===== config.mk =====
export PLATFORM = sky130hd
export DESIGN_NAME = reg_wb_file
export DESIGN_NICKNAME = d
export VERILOG_FILES = /design/src/rtl/reg_wb_file.sv
export SDC_FILE = /design/constraint.sdc
export NUM_CORES = 1
export LEC_CHECK = 0
export CAP_MARGIN = 20
export CORE_ASPECT_RATIO = 1.5
export CORE_MARGIN = 2
export CORE_UTILIZATION = 31
export DETAILED_ROUTE_END_ITERATION = 10
export HOLD_SLACK_MARGIN = 0.02
export PLACE_DENSITY = 0.49
export SLEW_MARGIN = 20
export SYNTH_ARGS = -nofsm -noshare
export SYNTH_HDL_FRONTEND = slang
export SYNTH_SLANG_ARGS = --single-unit

===== constraint.sdc =====
create_clock -name clk -period 2.2 [get_ports clk]
set_clock_uncertainty 0.2 [all_clocks]
set_input_delay 0.44 -clock clk [delete_from_list [all_inputs] [get_ports clk]]
set_output_delay 0.44 -clock clk [all_outputs]
set_load 0.03 [all_outputs]

===== src/rtl/reg_wb_file.sv =====
// -----------------------------------------------------------------------------
// reg_wb_file
//   Register file and writeback commit stage. Consumes the muxed writeback beat,
//   decodes write enable from the opcode, holds the write in a one-entry pending
//   register, and commits it to the array on the next unstalled edge. Two
//   combinational read ports are bypassed from the pending entry. A sticky halt
//   flag and a saturating commit counter are also kept.
//
// Ports
//   clk          in   1       rising-edge clock
//   reset        in   1       synchronous, active-high; clears all state
//   wb_valid_i   in   1       writeback beat present
//   wb_opcode_i  in   4       opcode of the beat
//   wb_dest_i    in   ADDR_W  destination register index
//   wb_data_i    in   8       writeback result
//   stall_i      in   1       freeze all state; beats presented are dropped
//   rd_addr_a_i  in   ADDR_W  read port A index
//   rd_addr_b_i  in   ADDR_W  read port B index
//   rd_data_a_o  out  8       read port A data (bypassed from pending entry)
//   rd_data_b_o  out  8       read port B data (bypassed from pending entry)
//   pend_vld_o   out  1       pending entry holds an uncommitted write
//   halted_o     out  1       sticky halt flag
//   commit_cnt_o out  CNT_W   saturating count of committed writes
// -----------------------------------------------------------------------------
module reg_wb_file #(
  parameter int unsigned NUM_REGS = 16,
  parameter int unsigned ADDR_W   = $clog2(NUM_REGS),
  parameter int unsigned CNT_W    = 16
) (
  input  logic              clk,
  input  logic              reset,
  input  logic              wb_valid_i,
  input  logic [3:0]        wb_opcode_i,
  input  logic [ADDR_W-1:0] wb_dest_i,
  input  logic [7:0]        wb_data_i,
  input  logic              stall_i,
  input  logic [ADDR_W-1:0] rd_addr_a_i,
  input  logic [ADDR_W-1:0] rd_addr_b_i,
  output logic [7:0]        rd_data_a_o,
  output logic [7:0]        rd_data_b_o,
  output logic              pend_vld_o,
  output logic              halted_o,
  output logic [CNT_W-1:0]  commit_cnt_o
);

  typedef enum logic [3:0] {
    OpLb   = 4'b0000,
    OpLhb  = 4'b0001,
    OpJmp  = 4'b0010,
    OpStr  = 4'b0011,
    OpLim  = 4'b0100,
    OpMvb  = 4'b0101,
    OpMvf  = 4'b0110,
    OpAdd  = 4'b0111,
    OpSub  = 4'b1000,
    OpSft  = 4'b1001,
    OpBne  = 4'b1010,
    OpBeq  = 4'b1011,
    OpBlt  = 4'b1100,
    OpInc  = 4'b1101,
    OpHalt = 4'b1110,
    OpTba  = 4'b1111
  } opcode_e;

  // State
  logic [7:0]        regs_q [NUM_REGS];
  logic              pend_vld_q;
  logic [ADDR_W-1:0] pend_dest_q;
  logic [7:0]        pend_data_q;
  logic              halted_q;
  logic [CNT_W-1:0]  cnt_q;

  // Decode
  logic we;
  logic is_halt;
  logic capture;
  logic commit;
  logic halt_set;

  always_comb begin
    we      = 1'b0;
    is_halt = 1'b0;
    case (opcode_e'(wb_opcode_i))
      OpAdd, OpSub, OpSft, OpInc, OpLb, OpLhb, OpMvb, OpMvf, OpLim: we = 1'b1;
      OpHalt:                                                       is_halt = 1'b1;
      default:                                                      we = 1'b0;
    endcase
  end

  // Capture only ever samples wb_data_i when we=1, so a don't-care data bus on
  // non-writing beats never reaches the pending entry or the array.
  assign capture  = wb_valid_i & we & ~stall_i & ~halted_q;
  assign commit   = pend_vld_q & ~stall_i;
  assign halt_set = wb_valid_i & is_halt & ~stall_i;

  // Pending entry and halt flag
  always_ff @(posedge clk) begin
    if (reset) begin
      pend_vld_q  <= 1'b0;
      pend_dest_q <= '0;
      pend_data_q <= 8'h00;
      halted_q    <= 1'b0;
    end else begin
      if (capture) begin
        pend_vld_q  <= 1'b1;
        pend_dest_q <= wb_dest_i;
        pend_data_q <= wb_data_i;
      end else if (commit) begin
        pend_vld_q  <= 1'b0;
      end
      if (halt_set) begin
        halted_q <= 1'b1;
      end
    end
  end

  // Register array; a write pending at reset is discarded.
  always_ff @(posedge clk) begin
    if (reset) begin
      regs_q <= '{default: 8'h00};
    end else if (commit) begin
      regs_q[pend_dest_q] <= pend_data_q;
    end
  end

  // Saturating commit counter
  always_ff @(posedge clk) begin
    if (reset) begin
      cnt_q <= '0;
    end else if (commit && !(&cnt_q)) begin
      cnt_q <= cnt_q + {{(CNT_W-1){1'b0}}, 1'b1};
    end
  end

  // Read ports: bypass from pending entry only, never from the live beat.
  always_comb begin
    rd_data_a_o = regs_q[rd_addr_a_i];
    rd_data_b_o = regs_q[rd_addr_b_i];
    if (pend_vld_q && (pend_dest_q == rd_addr_a_i)) begin
      rd_data_a_o = pend_data_q;
    end
    if (pend_vld_q && (pend_dest_q == rd_addr_b_i)) begin
      rd_data_b_o = pend_data_q;
    end
  end

  assign pend_vld_o   = pend_vld_q;
  assign halted_o     = halted_q;
  assign commit_cnt_o = cnt_q;

endmodule


==> impl_results.md, run 1 <==
* Die footprint at 29,600 um2
* Pwr Density at 575 nW/um2
* Top area cells in the synthesized netlist: sky130_fd_sc_hd__dfxtp_1 (36%), sky130_fd_sc_hd__mux4_1 (17%), sky130_fd_sc_hd__mux2i_1 (11%)
* Dominant combinational cell family by area after synthesis: multiplexers
* Initial DRC Count at 439
* Final Max Tran Viols at 0
* Primary FF master, synth: sky130_fd_sc_hd__dfxtp_1
* Filler cells at 2,733
* Post-Synth Adder-Cell Area at 0.143%
* Final wirelength at 28,700 um
* Final worst setup slack at -0.545 ns
* Buffers from clock root to sink, at most at 2
* RSZ-0062 raised after global routing: yes
* Final setup viols at 16
* Number of optimization iterations in the first detailed-route pass at 4
* Period minus WS final at 2.75 ns
* Int Power at 5.06 mW
* Post-synthesis share of cell area spent on xor and xnor gates at 1.17%
* Cell type with the highest occurrence count on the critical path: sky130_fd_sc_hd__buf_6
* Largest net degree at the start of global routing at 40
* DPL Wire Length at 20,400 um
* Number of antenna violations at the first check in global routing at 0
* Synth cell count leaders: sky130_fd_sc_hd__dfxtp_1 (158), sky130_fd_sc_hd__a21oi_1 (103), sky130_fd_sc_hd__nand2_1 (99)
* Antenna Violating Nets Remaining at 0
* Finished layout cell area at 11,500 um2
* Startpoint of the worst-slack reg-to-reg timing path: pend_vld_o
* Min-Delay Startpoint: reset
* Share of power burned in registers at 43.6%
* Num CTS Buffers at 17
* Element type at the critical path end: output pin
* Final weighted congestion in routability-driven placement at 0.807
* Die boundary height at 210 um
* Boundary Pins at 62
* Arrival time at the worst endpoint at 2.11 ns
* Multiplexer share of the synthesized area at 32.3%
* Most used standard cell by instance count after synthesis: sky130_fd_sc_hd__dfxtp_1
* Layout overhead on the synthesized area at 31.7%
* Area fraction of the dominant cell type after synthesis at 36.2%
* Vias per cell at 5.37
* Compound-cell area share of the yosys netlist at 8.55%
* X dimension of the die at 141 um
* FMAX at 364 MHz
* Worst min-delay path category: input pin to register
* Switching part of the total at 23.6%
* Global route total overflow at 0
* Initial cell density of the core at 31.4%
* Synth warnings at 0
* Netlist area before placement at 8750 um2
* NetSw at 1.56 mW
* Slowest CP cell: sky130_fd_sc_hd__mux4_2
* Actual slew at the worst max-slew pin at 0.839 ns
* Share of flip-flops with an asynchronous set or reset after synthesis at 0%
* Post-synth EDFFs at 0
* Count of standard-cell rows at 75
* Yosys reg bits at 158
* Share of cells above drive strength 1 at 31.4%
* Library cell occupying the most area in the post-synthesis netlist: sky130_fd_sc_hd__dfxtp_1
* Maximum level of the CTS H-tree at 4
* Number of antenna repair diodes at 0
* Worst Setup Path Type: register to output pin
* Share of synthesized cell area in and, or, nand and nor gates at 16.0%
* Violated checks: setup timing
* CORE AREA at 27,900 um2
* Max-capacitance violation count at 0
* Clock slew seen by the registers of the worst setup and hold paths at 0.06 ns
* Outcome: finished with violations
* Largest stage delay, worst path at 0.49 ns
* Fraction of power consumed by combinational cells at 9.1%
* Total Power Consumption at 6.63 mW
* First-pass GRT wire length at 44,600 um
* Cell breakdown of the critical path: buf_6, mux4_2, mux2i_4, mux2i_1, mux2_4, buf_6
* Post-detailed-placement cell area at 10,400 um2
* Leakage dissipation at 4.36 nW
* # clock sinks at 158
* Worst-path maximum fanout at 2
* Sequential-to-total area share from yosys stat at 36.2%
* Worst IR Drop VDD at 677 uV
* Cell chosen for the clock root: sky130_fd_sc_hd__clkbuf_16
* Nets@finish at 1,036
* Fraction of the cycle the final worst path needs at 125%
* CP Data Required Time at 1.56 ns
* Routed WL per cell at 21.0 um
* Vias at 7,337
* Relative contribution of the clock network to total power at 47.3%
* GR Util All Layers at 20.0%
* Cell count after synthesis at 871
* Post-synth net total at 900
* Launch point of the critical path: regs_q[32]
* Final-report hold violation count at 0
* Average footprint of a synthesized cell at 10.0 um2
* Hold-fix buffers, CTS at 0
* Via count of the first global-routing pass at 7,371
* Worst hold path depth at 2
* Worst reg2reg path depth at 5
* Unique masters post-synth at 48
* Clock latency of the later-clocked register in the worst-skew pair at 0.44 ns
* Number of I/O port buffers at 61
* Max_slew headroom at 44.0%
* TritonCTS clock tree: built
* DRC violation count after routing at 0
* Critical path launch point type: register
final timing paths:
path | end | slack [ns]
hold / removal | commit_cnt_o[0] | 0.24
setup / recovery | rd_data_a_o[0] | -0.55
setup reg to reg | commit_cnt_o[13] | 0.10
hold reg to reg | regs_q[54] | 0.26
critical path: cells and delay by family, from the launching register on:
family   cells  cell delay (ns)
mux          4             1.08
flops        1             0.33
buf+inv      2             0.25
per-layer routing:
metal | GRT usage (%) | vias up | routed length (um)
li1 | - | 3463 | -
met1 | 25.0 | 3640 | 12300
met2 | 34.3 | 195 | 14400
met3 | 3.19 | 39 | 1200
met4 | 8.28 | 0 | 792
met5 | 0 | - | 0
repair_timing:
item	CTS	global route
buffers inserted	14	3
setup endpoints to repair	36	42
pin swaps	0	3
gates cloned	4	0
resized for setup	223	33
layout make-up:
type | count | area [um2] | share of cell area [%]
multi-input combinational | 620 | 5170 | 44.9
sequential | 158 | 3200 | 27.8
timing repair buffer | 206 | 2090 | 18.1
clock buffer | 19 | 443 | 3.84
tap | 346 | 433 | 3.76
clock inverter | 13 | 170 | 1.48
inverter | 4 | 15.0 | 0.130
cells by family after synthesis:
group	count (synthesis)
AND/OR/NAND/NOR	289
multiplexers	179
flip-flops	158
AO/OA/AOI/OAI	141
buffers and inverters	93
XOR/XNOR	10
adder cells (fa/ha/maj)	1
sequential cells by signal (all words and copies together) (netlist names):
signal / flops
commit_cnt_o: 16
regs_q: 128
pend_dest_q: 4
halted_o: 1
pend_data_q: 8
pend_vld_o: 1
power groups by stage:
stage | registers, mW | logic, mW | clock network, mW
final | 2.89 | 0.604 | 3.13
after global routing | 2.89 | 0.637 | 3.33
after CTS | 2.89 | 0.590 | 3.21
after detailed placement | 2.95 | 0.501 | 0
after global placement | 2.95 | 0.502 | 0
after floorplan | 2.94 | 0.305 | 0
layout by cell type (no fill, tap or decap), drive strengths merged, types with 3 or more instances in the layout:
cell type      netlist  final
mux4                64     64
clkbuf              35     20
o21ai               26     26
nor2b                6      6
buf                 54    164
inv                  4      4
clkdlybuf4s50        0     18
mux2                17     17
a21oi              103    103
nand2               99     99
mux2i               98     98
nand4                4      4
or4                  4      4
bufinv               0      4
o31ai                5      5
and3                 7      7
nor2                58     58
nor4                 4      4
dlygate4sd2          0     19
dfxtp              158    158
xnor2                3      3
clkinv               0      7
or3                  6      6
xor2                 7      7
nand3               88     88
metrics by stage:
step	setup TNS [ns]	cells	setup slack (ns)	hold WS, ns	util (%)
2_1_floorplan	-3.18	871	-0.211	0.240	-
3_3_place_gp	-51.13	1313	-1.19	0.247	37.2
3_5_place_dp	-51.95	1313	-1.14	0.255	37.2
4_1_cts	-8.25	1363	-0.592	0.209	41.0
5_1_grt	-8.84	1366	-0.591	0.252	41.4
6_report	-7.78	1366	-0.545	0.236	41.4
Note: power is estimated with default switching activity, not from simulation.
==> run 2, diff against run 1 <==
--- a/config.mk
+++ b/config.mk
@@ -5,6 +5,7 @@
 export SDC_FILE = /design/constraint.sdc
 export NUM_CORES = 1
 export LEC_CHECK = 0
+export ABC_AREA = 1
 export CAP_MARGIN = 20
 export CORE_ASPECT_RATIO = 1.5
 export CORE_MARGIN = 2
==> run 2 against run 1 <==
  * Clock-buffer cell count unchanged
  * Synthesized area up 0.13%
  * Non-clock buffer count down 20
  * The run still ends with setup timing left
  * Critical path depth grew 5
  * Die area up 0.12%
  * Synthesized cell count rose by 62%
  * Sequential power rose by 1%
  * Highest routed layer unchanged
==> impl_results.md, run 2 <==
* Sequential-to-total area share from yosys stat at 36.1% (-0.046 points)
* Setup slack of the worst register-to-register path at 0.31 ns (+0.21 ns)
* Critical path launch point type: input pin
* Synth warnings at 0 (unchanged)
* RSZ-0062 raised after global routing: yes
* Cell breakdown of the critical path: clkbuf_4, inv_6, buf_12, nand2_1, nand3_1, nand3_1, nand3_2, nand2_1, nand2_1, nand2_2, buf_6
* Final-report hold violation count at 0 (unchanged)
* Startpoint of the worst-slack reg-to-reg timing path: pend_dest_q[0]
* Pwr Density at 632 nW/um2 (+9.9%)
* Worst hold path depth at 2 (unchanged)
* Global route total overflow at 0 (unchanged)
* Actual slew at the worst max-slew pin at 0.581 ns (-0.259 ns)
* Library cell occupying the most area in the post-synthesis netlist: sky130_fd_sc_hd__dfxtp_1
* Yosys reg bits at 158 (unchanged)
* Worst reg2reg path endpoint: regs_q[114]
* Finished layout cell area at 11,700 um2 (+1.3%)
* TritonCTS clock tree: built
* X dimension of the die at 141 um (about the same)
* Antenna Violating Nets Remaining at 0 (unchanged)
* Fraction of the cycle the final worst path needs at 108% (-17 points)
* Most used standard cell by instance count after synthesis: sky130_fd_sc_hd__nand2_1
* Area taken by multi-input logic gates at 4800 um2 (-7.2%)
* Die footprint at 29,600 um2 (+0.12%)
* Number of antenna violations at the first check in global routing at 0 (unchanged)
* Element type at the critical path end: output pin
* Initial cell density of the core at 31.4% (+0.040 points)
* Primary FF master, synth: sky130_fd_sc_hd__dfxtp_1
* Violated checks: setup timing
* Die boundary height at 210 um (about the same)
* Share of flip-flops with an asynchronous set or reset after synthesis at 0% (unchanged)
* GR Util All Layers at 24.1% (+4.1 points)
* Min-Delay Startpoint: regs_q[9]
* Register area at 3180 um2 (-0.66%)
* Via count of the first global-routing pass at 9,290 (+26%)
* First-pass GRT wire length at 53,800 um (+21%)
* Final Max Tran Viols at 0 (unchanged)
* Largest stage delay, worst path at 0.18 ns (-0.31 ns)
* Worst min-delay path category: register to register
* Area fraction of the dominant cell type after synthesis at 36.1% (-0.046 points)
* DP Cell Count at 1,825 (+39%)
* Cell type with the highest occurrence count on the critical path: sky130_fd_sc_hd__nand2_1
* Capture endpoint of the worst hold path: regs_q[9]
* Post-synth EDFFs at 0 (unchanged)
* Netlist area before placement at 8760 um2 (+0.13%)
* Final cell utilization of the core at 41.9% (+0.52 points)
* CORE AREA at 27,900 um2 (unchanged)
* Nets@finish at 1,545 (+49%)
* Post-synth net total at 1,442 (+60%)
* Flip-flop count of the largest register, all copies and words added at 128 (unchanged)
* Final weighted congestion in routability-driven placement at 0.966 (+20%)
* DRC violation count after routing at 0 (unchanged)
* Clock latency of the later-clocked register in the worst-skew pair at 0.46 ns (+0.02 ns)
* Number of antenna repair diodes at 0 (unchanged)
* CP Data Required Time at 1.56 ns (about the same)
* Highest-count cells in the layout ignoring fill and taps: sky130_fd_sc_hd__nand2_1 (352), sky130_fd_sc_hd__nand3_1 (220), sky130_fd_sc_hd__dfxtp_1 (153), sky130_fd_sc_hd__inv_1 (145), sky130_fd_sc_hd__a21oi_1 (139)
* Synth cell count leaders: sky130_fd_sc_hd__nand2_1 (377), sky130_fd_sc_hd__nand3_1 (236), sky130_fd_sc_hd__dfxtp_1 (158)
* Routed WL per cell at 18.8 um (-11%)
* # clock sinks at 158 (unchanged)
* Outcome: finished with violations
* Post-detailed-placement cell area at 10,400 um2 (+0.28%)
* Filler-free cell count of the finished design at 1,875 (+37%)
* Max-capacitance violation count at 0 (unchanged)
* Number of optimization iterations in the first detailed-route pass at 6 (+2)
* Num CTS Buffers at 17 (unchanged)
* Top area cells in the synthesized netlist: sky130_fd_sc_hd__dfxtp_1 (36%), sky130_fd_sc_hd__nand2_1 (16%), sky130_fd_sc_hd__nand3_1 (13%)
* Number of I/O port buffers at 61 (unchanged)
* Layout overhead on the synthesized area at 33.2%
* Vias at 9,686 (+32%)
* Most common cell after layout, fill and taps aside: sky130_fd_sc_hd__nand2_1
* Worst IR Drop VDD at 603 uV (-11%)
* Maximum level of the CTS H-tree at 4 (unchanged)
* Period minus WS final at 2.37 ns (-0.380 ns)
* Cell count after synthesis at 1,413 (+62%)
* Initial DRC Count at 735 (+67%)
* Count of standard-cell rows at 75 (unchanged)
* Family with the most delay on the worst path: simple AND/OR/NAND/NOR gates
* Final worst setup slack at -0.165 ns (+0.380 ns)
* Max_slew headroom at 61.2% (+17 points)
* FMAX at 423 MHz (+16%)
* Arrival time at the worst endpoint at 1.73 ns (-0.38 ns)
* Worst Setup Path Type: input pin to output pin
* Largest net degree at the start of global routing at 76 (+90%)
* Worst reg2reg path depth at 7 (+2)
* Buffers plus inverters on the worst setup path at 4 (+2)
* Buffers from clock root to sink, at most at 2 (unchanged)
* DPL Wire Length at 24,700 um (+21%)
* Final wirelength at 35,300 um (+23%)
* Filler cells at 2,950 (+7.9%)
* Leakage dissipation at 5.18 nW (+19%)
* Unique masters post-synth at 26 (-46%)
* Clock slew seen by the registers of the worst setup and hold paths at 0.06 ns (about the same)
* Average footprint of a synthesized cell at 6.20 um2 (-38%)
* Vias per cell at 5.17 (-3.8%)
* Boundary Pins at 62 (unchanged)
* Slowest CP cell: sky130_fd_sc_hd__nand3_1
* Most flops, register: regs_q
* Share of cells above drive strength 1 at 16.5% (-15 points)
* Final setup viols at 16 (unchanged)
* Cell chosen for the clock root: sky130_fd_sc_hd__clkbuf_16
* Worst-path maximum fanout at 18 (+16)
-- run 2: cell types whose count changed in the layout (fill, tap and decap cells not counted), sizes merged, moves of 40 or more --
| cell | change |
|---|---|
| a21oi | +40 |
| inv | +151 |
| mux2i | -98 |
| mux4 | -64 |
| nand2 | +279 |
| nand3 | +148 |
| o21ai | +113 |
-- run 2: repair_timing --
action | CTS | global route
hold buffers | 0 | 0
resized for setup | 132 | 26
pin swaps | 35 | 6
cloned | 3 | 1
setup buffers | 9 | 5
endpoints found under the setup margin | 30 | 17
-- run 2: cells by family after synthesis --
| group | synth area share, % |
|---|---|
| adders and majority gates | 0.143 |
| and+or+nand+nor | 34.0 |
| DFF | 36.1 |
| xor gates and xnor gates | 0.700 |
| buffers and inverters | 11.7 |
| AOI/OAI and AO/OA | 17.3 |
-- run 2: tightest hold or removal path, delay by kind of cell, from the launching register on --
kind                   cells  cell delay (ns)
buffers and inverters      1             0.08
AO/OA/AOI/OAI              1             0.06
flip-flops                 1             0.30
-- run 2: worst max path at each step --
stage,slack (ns),end,cells past startpoint,startpoint
floorplan,0.003,rd_data_a_o[5],9,rd_addr_a_i[1]
global placement,-0.69,rd_data_b_o[2],10,rd_addr_b_i[1]
detailed placement,-0.70,rd_data_b_o[2],10,rd_addr_b_i[1]
CTS,-0.17,rd_data_a_o[2],7,pend_dest_q[3]
global route,-0.24,rd_data_a_o[2],6,pend_dest_q[0]
finish,-0.17,rd_data_b_o[2],11,rd_addr_b_i[0]
-- run 2: metal layers --
layer  vias up  global-route usage, %  part of all wire (%)
li1       4820                      -                     -
met1      4476                   28.0                    40
met2       300                   40.7                    49
met3        90                   4.06                   5.0
met4         0                   15.9                   5.9
met5         -                      0                     0
-- run 2: cell type report --
class / instances / area share [%]
Clock buffer: 19 / 3.80
Clock inverter: 13 / 1.46
Inverter: 158 / 5.31
Multi-Input combinational cell: 995 / 41.1
Sequential cell: 158 / 27.2
Tap cell: 346 / 3.71
Timing Repair Buffer: 186 / 17.3
-- run 2: through the flow --
step | setup TNS (ns) | power (mW) | hold WS, ns | setup WS (ns)
5_1_grt | -3.38 | 7.66 | 0.289 | -0.235
3_3_place_gp | -12.40 | 4.10 | 0.262 | -0.693
2_1_floorplan | 0 | 3.58 | 0.249 | 0.00281
6_report | -2.34 | 7.37 | 0.276 | -0.165
3_5_place_dp | -12.88 | 4.10 | 0.266 | -0.704
4_1_cts | -2.33 | 7.41 | 0.275 | -0.173
-- run 2: power breakdown --
group / total, mW / internal (mW) / switching, mW
Combinational: 1.29 / 0.519 / 0.770
Clock: 3.16 / 1.91 / 1.25
Sequential: 2.93 / 2.88 / 0.0455
Total: 7.37 / 5.31 / 2.06
==> run 3, diff against run 2 <==
--- a/config.mk
+++ b/config.mk
@@ -12,7 +12,7 @@
 export CORE_UTILIZATION = 31
 export DETAILED_ROUTE_END_ITERATION = 10
 export HOLD_SLACK_MARGIN = 0.02
-export PLACE_DENSITY = 0.49
+export PLACE_DENSITY_LB_ADDON = 0.2
 export SLEW_MARGIN = 20
 export SYNTH_ARGS = -nofsm -noshare
 export SYNTH_HDL_FRONTEND = slang
==> run 3 against run 2 <==
  * The flow still finishes with violations (setup timing)
  * Clock-buffer cell count did not move
  * Routed wire length shrank 4.8%
  * Sequential power is essentially flat
  * Core utilization shrank 0.47 points
  * Sequential cell count is the same
  * Cell count is 0.11% lower
  * Register-to-register slack got worse by 0.05 ns
==> impl_results.md, run 3 (same netlist as run 2, synthesis figures left out) <==
* Cell chosen for the clock root: sky130_fd_sc_hd__clkbuf_16
* Startpoint of the worst-slack reg-to-reg timing path: pend_dest_q[0]
* Max_slew headroom at 65.4% (+4.1 points)
* Total number of cells along the worst setup path at 9 (-2)
* Num CTS Buffers at 17 (unchanged)
* Largest net degree at the start of global routing at 72 (-5.3%)
* Launch point of the critical path: rd_addr_b_i[2]
* Clock slew seen by the registers of the worst setup and hold paths at 0.07 ns (about the same)
* Worst IR Drop VDD at 527 uV (-13%)
* Cell breakdown of the critical path: dlygate4sd2_1, clkinv_2, buf_12, nand3_1, nand3_1, nand2_1, nand2_1, nand2_2, buf_6
* First-pass GRT wire length at 52,300 um (-2.8%)
* Endpoint of the worst setup timing path: rd_data_b_o[6]
* Count of standard-cell rows at 75 (unchanged)
* Share of power burned in registers at 40.5% (+0.8 points)
* Final setup viols at 16 (unchanged)
* Via count of the first global-routing pass at 9,219 (-0.76%)
* Most common cell after layout, fill and taps aside: sky130_fd_sc_hd__nand2_1
* Highest-count cells in the layout ignoring fill and taps: sky130_fd_sc_hd__nand2_1 (351), sky130_fd_sc_hd__nand3_1 (221), sky130_fd_sc_hd__dfxtp_1 (153), sky130_fd_sc_hd__inv_1 (145), sky130_fd_sc_hd__a21oi_1 (139)
* Maximum level of the CTS H-tree at 4 (unchanged)
* Final wirelength at 33,600 um (-4.8%)
* Violated checks: setup timing
* CORE AREA at 27,900 um2 (unchanged)
* Die boundary height at 210 um (unchanged)
* Antenna Violating Nets Remaining at 0 (unchanged)
* Global route total overflow at 0 (unchanged)
* Leakage dissipation at 5.08 nW (-1.9%)
* TritonCTS clock tree: built
* Fraction of the cycle the final worst path needs at 111% (+3.1 points)
* Element type at the critical path end: output pin
* Fraction of power consumed by combinational cells at 16.9% (-0.6 points)
* Pwr Density at 627 nW/um2 (-0.81%)
* Number of antenna repair diodes at 0 (unchanged)
* Largest stage delay, worst path at 0.36 ns (+0.18 ns)
* Initial cell density of the core at 31.4% (unchanged)
* Final total negative setup slack at -3.12 ns (-0.787 ns)
* Switching part of the total at 29.1% (+1.2 points)
* Number of optimization iterations in the first detailed-route pass at 6 (unchanged)
* Boundary Pins at 62 (unchanged)
* Final worst setup slack at -0.234 ns (-0.0689 ns)
* Share of cells above drive strength 1 at 16.1% (-0.44 points)
* Most flops, register: regs_q
* Initial DRC Count at 813 (+11%)
* Worst reg2reg path endpoint: regs_q[18]
* Arrival time at the worst endpoint at 1.79 ns (+0.06 ns)
* CP Data Required Time at 1.56 ns (about the same)
* Period minus WS final at 2.43 ns (+0.0689 ns)
* Buffers plus inverters on the worst setup path at 4 (unchanged)
* Flip-flop count of the largest register, all copies and words added at 128 (unchanged)
* Actual slew at the worst max-slew pin at 0.519 ns (-0.0620 ns)
* Filler-free cell count of the finished design at 1,873 (-0.11%)
* Worst Setup Path Type: input pin to output pin
* Worst hold path depth at 2 (unchanged)
* Die footprint at 29,600 um2 (unchanged)
* Max-capacitance violation count at 0 (unchanged)
* Clock latency of the later-clocked register in the worst-skew pair at 0.46 ns (about the same)
* Nets@finish at 1,543 (-0.13%)
* DP Cell Count at 1,833 (+0.44%)
* Critical path launch point type: input pin
* Worst min-delay path category: register to register
* Final Max Tran Viols at 0 (unchanged)
* Vias at 9,635 (-0.53%)
* GR Util All Layers at 23.3% (-0.86 points)
* Number of antenna violations at the first check in global routing at 0 (unchanged)
* Buffers from clock root to sink, at most at 2 (unchanged)
* # clock sinks at 158 (unchanged)
* Number of I/O port buffers at 61 (unchanged)
* Final weighted congestion in routability-driven placement at 1.01 (+4.5%)
* Worst reg2reg path depth at 7 (unchanged)
* NetSw at 2.11 mW (+2.2%)
* Vias per cell at 5.14 (-0.42%)
* DRC violation count after routing at 0 (unchanged)
* Slowest CP cell: sky130_fd_sc_hd__dlygate4sd2_1
* Int Power at 5.12 mW (-3.5%)
* FMAX at 411 MHz (-2.8%)
* RSZ-0062 raised after global routing: yes
* Routed WL per cell at 17.9 um (-4.7%)
* Worst-path maximum fanout at 12 (-6)
* Family with the most delay on the worst path: buffers and inverters
* Relative contribution of the clock network to total power at 42.6% (-0.2 points)
* DPL Wire Length at 24,600 um (-0.31%)
* Outcome: finished with violations
* Layout overhead on the synthesized area at 31.7%
* Hold-fix buffers, CTS at 0 (unchanged)
* Final-report hold violation count at 0 (unchanged)
* X dimension of the die at 141 um (unchanged)
* Setup slack of the worst register-to-register path at 0.26 ns (-0.05 ns)
[run 3: cell count changes in the layout (fill, tap and decap cells not counted), moves of 3 or more]
cell and change:
sky130_fd_sc_hd__buf_4 +9, sky130_fd_sc_hd__clkinv_4 +3, sky130_fd_sc_hd__clkinvlp_4 +3, sky130_fd_sc_hd__buf_6 -6, sky130_fd_sc_hd__clkinv_2 -7
[run 3: repair_timing]
item                       in CTS  in global routing
pin swaps                      36                 16
buffers inserted                5                  1
cloned                          2                  0
setup endpoints to repair      29                 16
gates resized for setup       111                 20
[run 3: worst min-delay path by stage]
stage,start,end
4_1_cts,regs_q[122],regs_q[122]
3_3_place_gp,regs_q[35],regs_q[35]
5_1_grt,regs_q[125],regs_q[125]
3_5_place_dp,regs_q[122],regs_q[122]
6_report,regs_q[34],regs_q[34]
2_1_floorplan,regs_q[0],regs_q[0]
[run 3: power by group through the flow]
| stage | logic (mW) | clock network (mW) | registers (mW) |
|---|---|---|---|
| global route | 1.32 | 3.28 | 2.92 |
| global placement | 1.09 | 0 | 2.99 |
| finish | 1.22 | 3.08 | 2.93 |
| detailed placement | 1.09 | 0 | 2.99 |
| floorplan | 0.617 | 0 | 2.96 |
| CTS | 1.20 | 3.16 | 2.92 |
[run 3: routing by layer]
metal,vias up,wire length [um],GRT usage [%]
met5,-,0,0
met4,0,2220,16.2
met3,93,1660,3.90
met2,307,16600,39.7
met1,4425,13100,26.2
li1,4810,-,-
[run 3: per-stage QoR]
step           utilization, %  worst slack [ns]  total power [mW]  hold WS (ns)  cell area, um2
2_1_floorplan               -           0.00281              3.58         0.249            8770
3_3_place_gp             37.5            -0.594              4.08         0.263           10500
3_5_place_dp             37.5            -0.601              4.08         0.269           10500
4_1_cts                  41.2            -0.221              7.28         0.280           11500
5_1_grt                  41.4            -0.288              7.53         0.297           11500
6_report                 41.4            -0.234              7.23         0.278           11500
[run 3: cell type report]
type                    count  area (um2)
clock buffers              19         453
clock inverters            13         154
multi-input cells         995        4790
inverters                 158         611
repair buffers            184        1920
flip-flops and latches    158        3180
well taps                 346         433
fillers                  2893       16300
[run 3: worst reg2reg max path, delay by kind of cell (launching register included)]
| family | cells | cell delay, ns |
|---|---|---|
| buf+inv | 3 | 0.49 |
| flops | 1 | 0.44 |
| compound gates | 2 | 0.20 |
| simple gates | 2 | 0.50 |
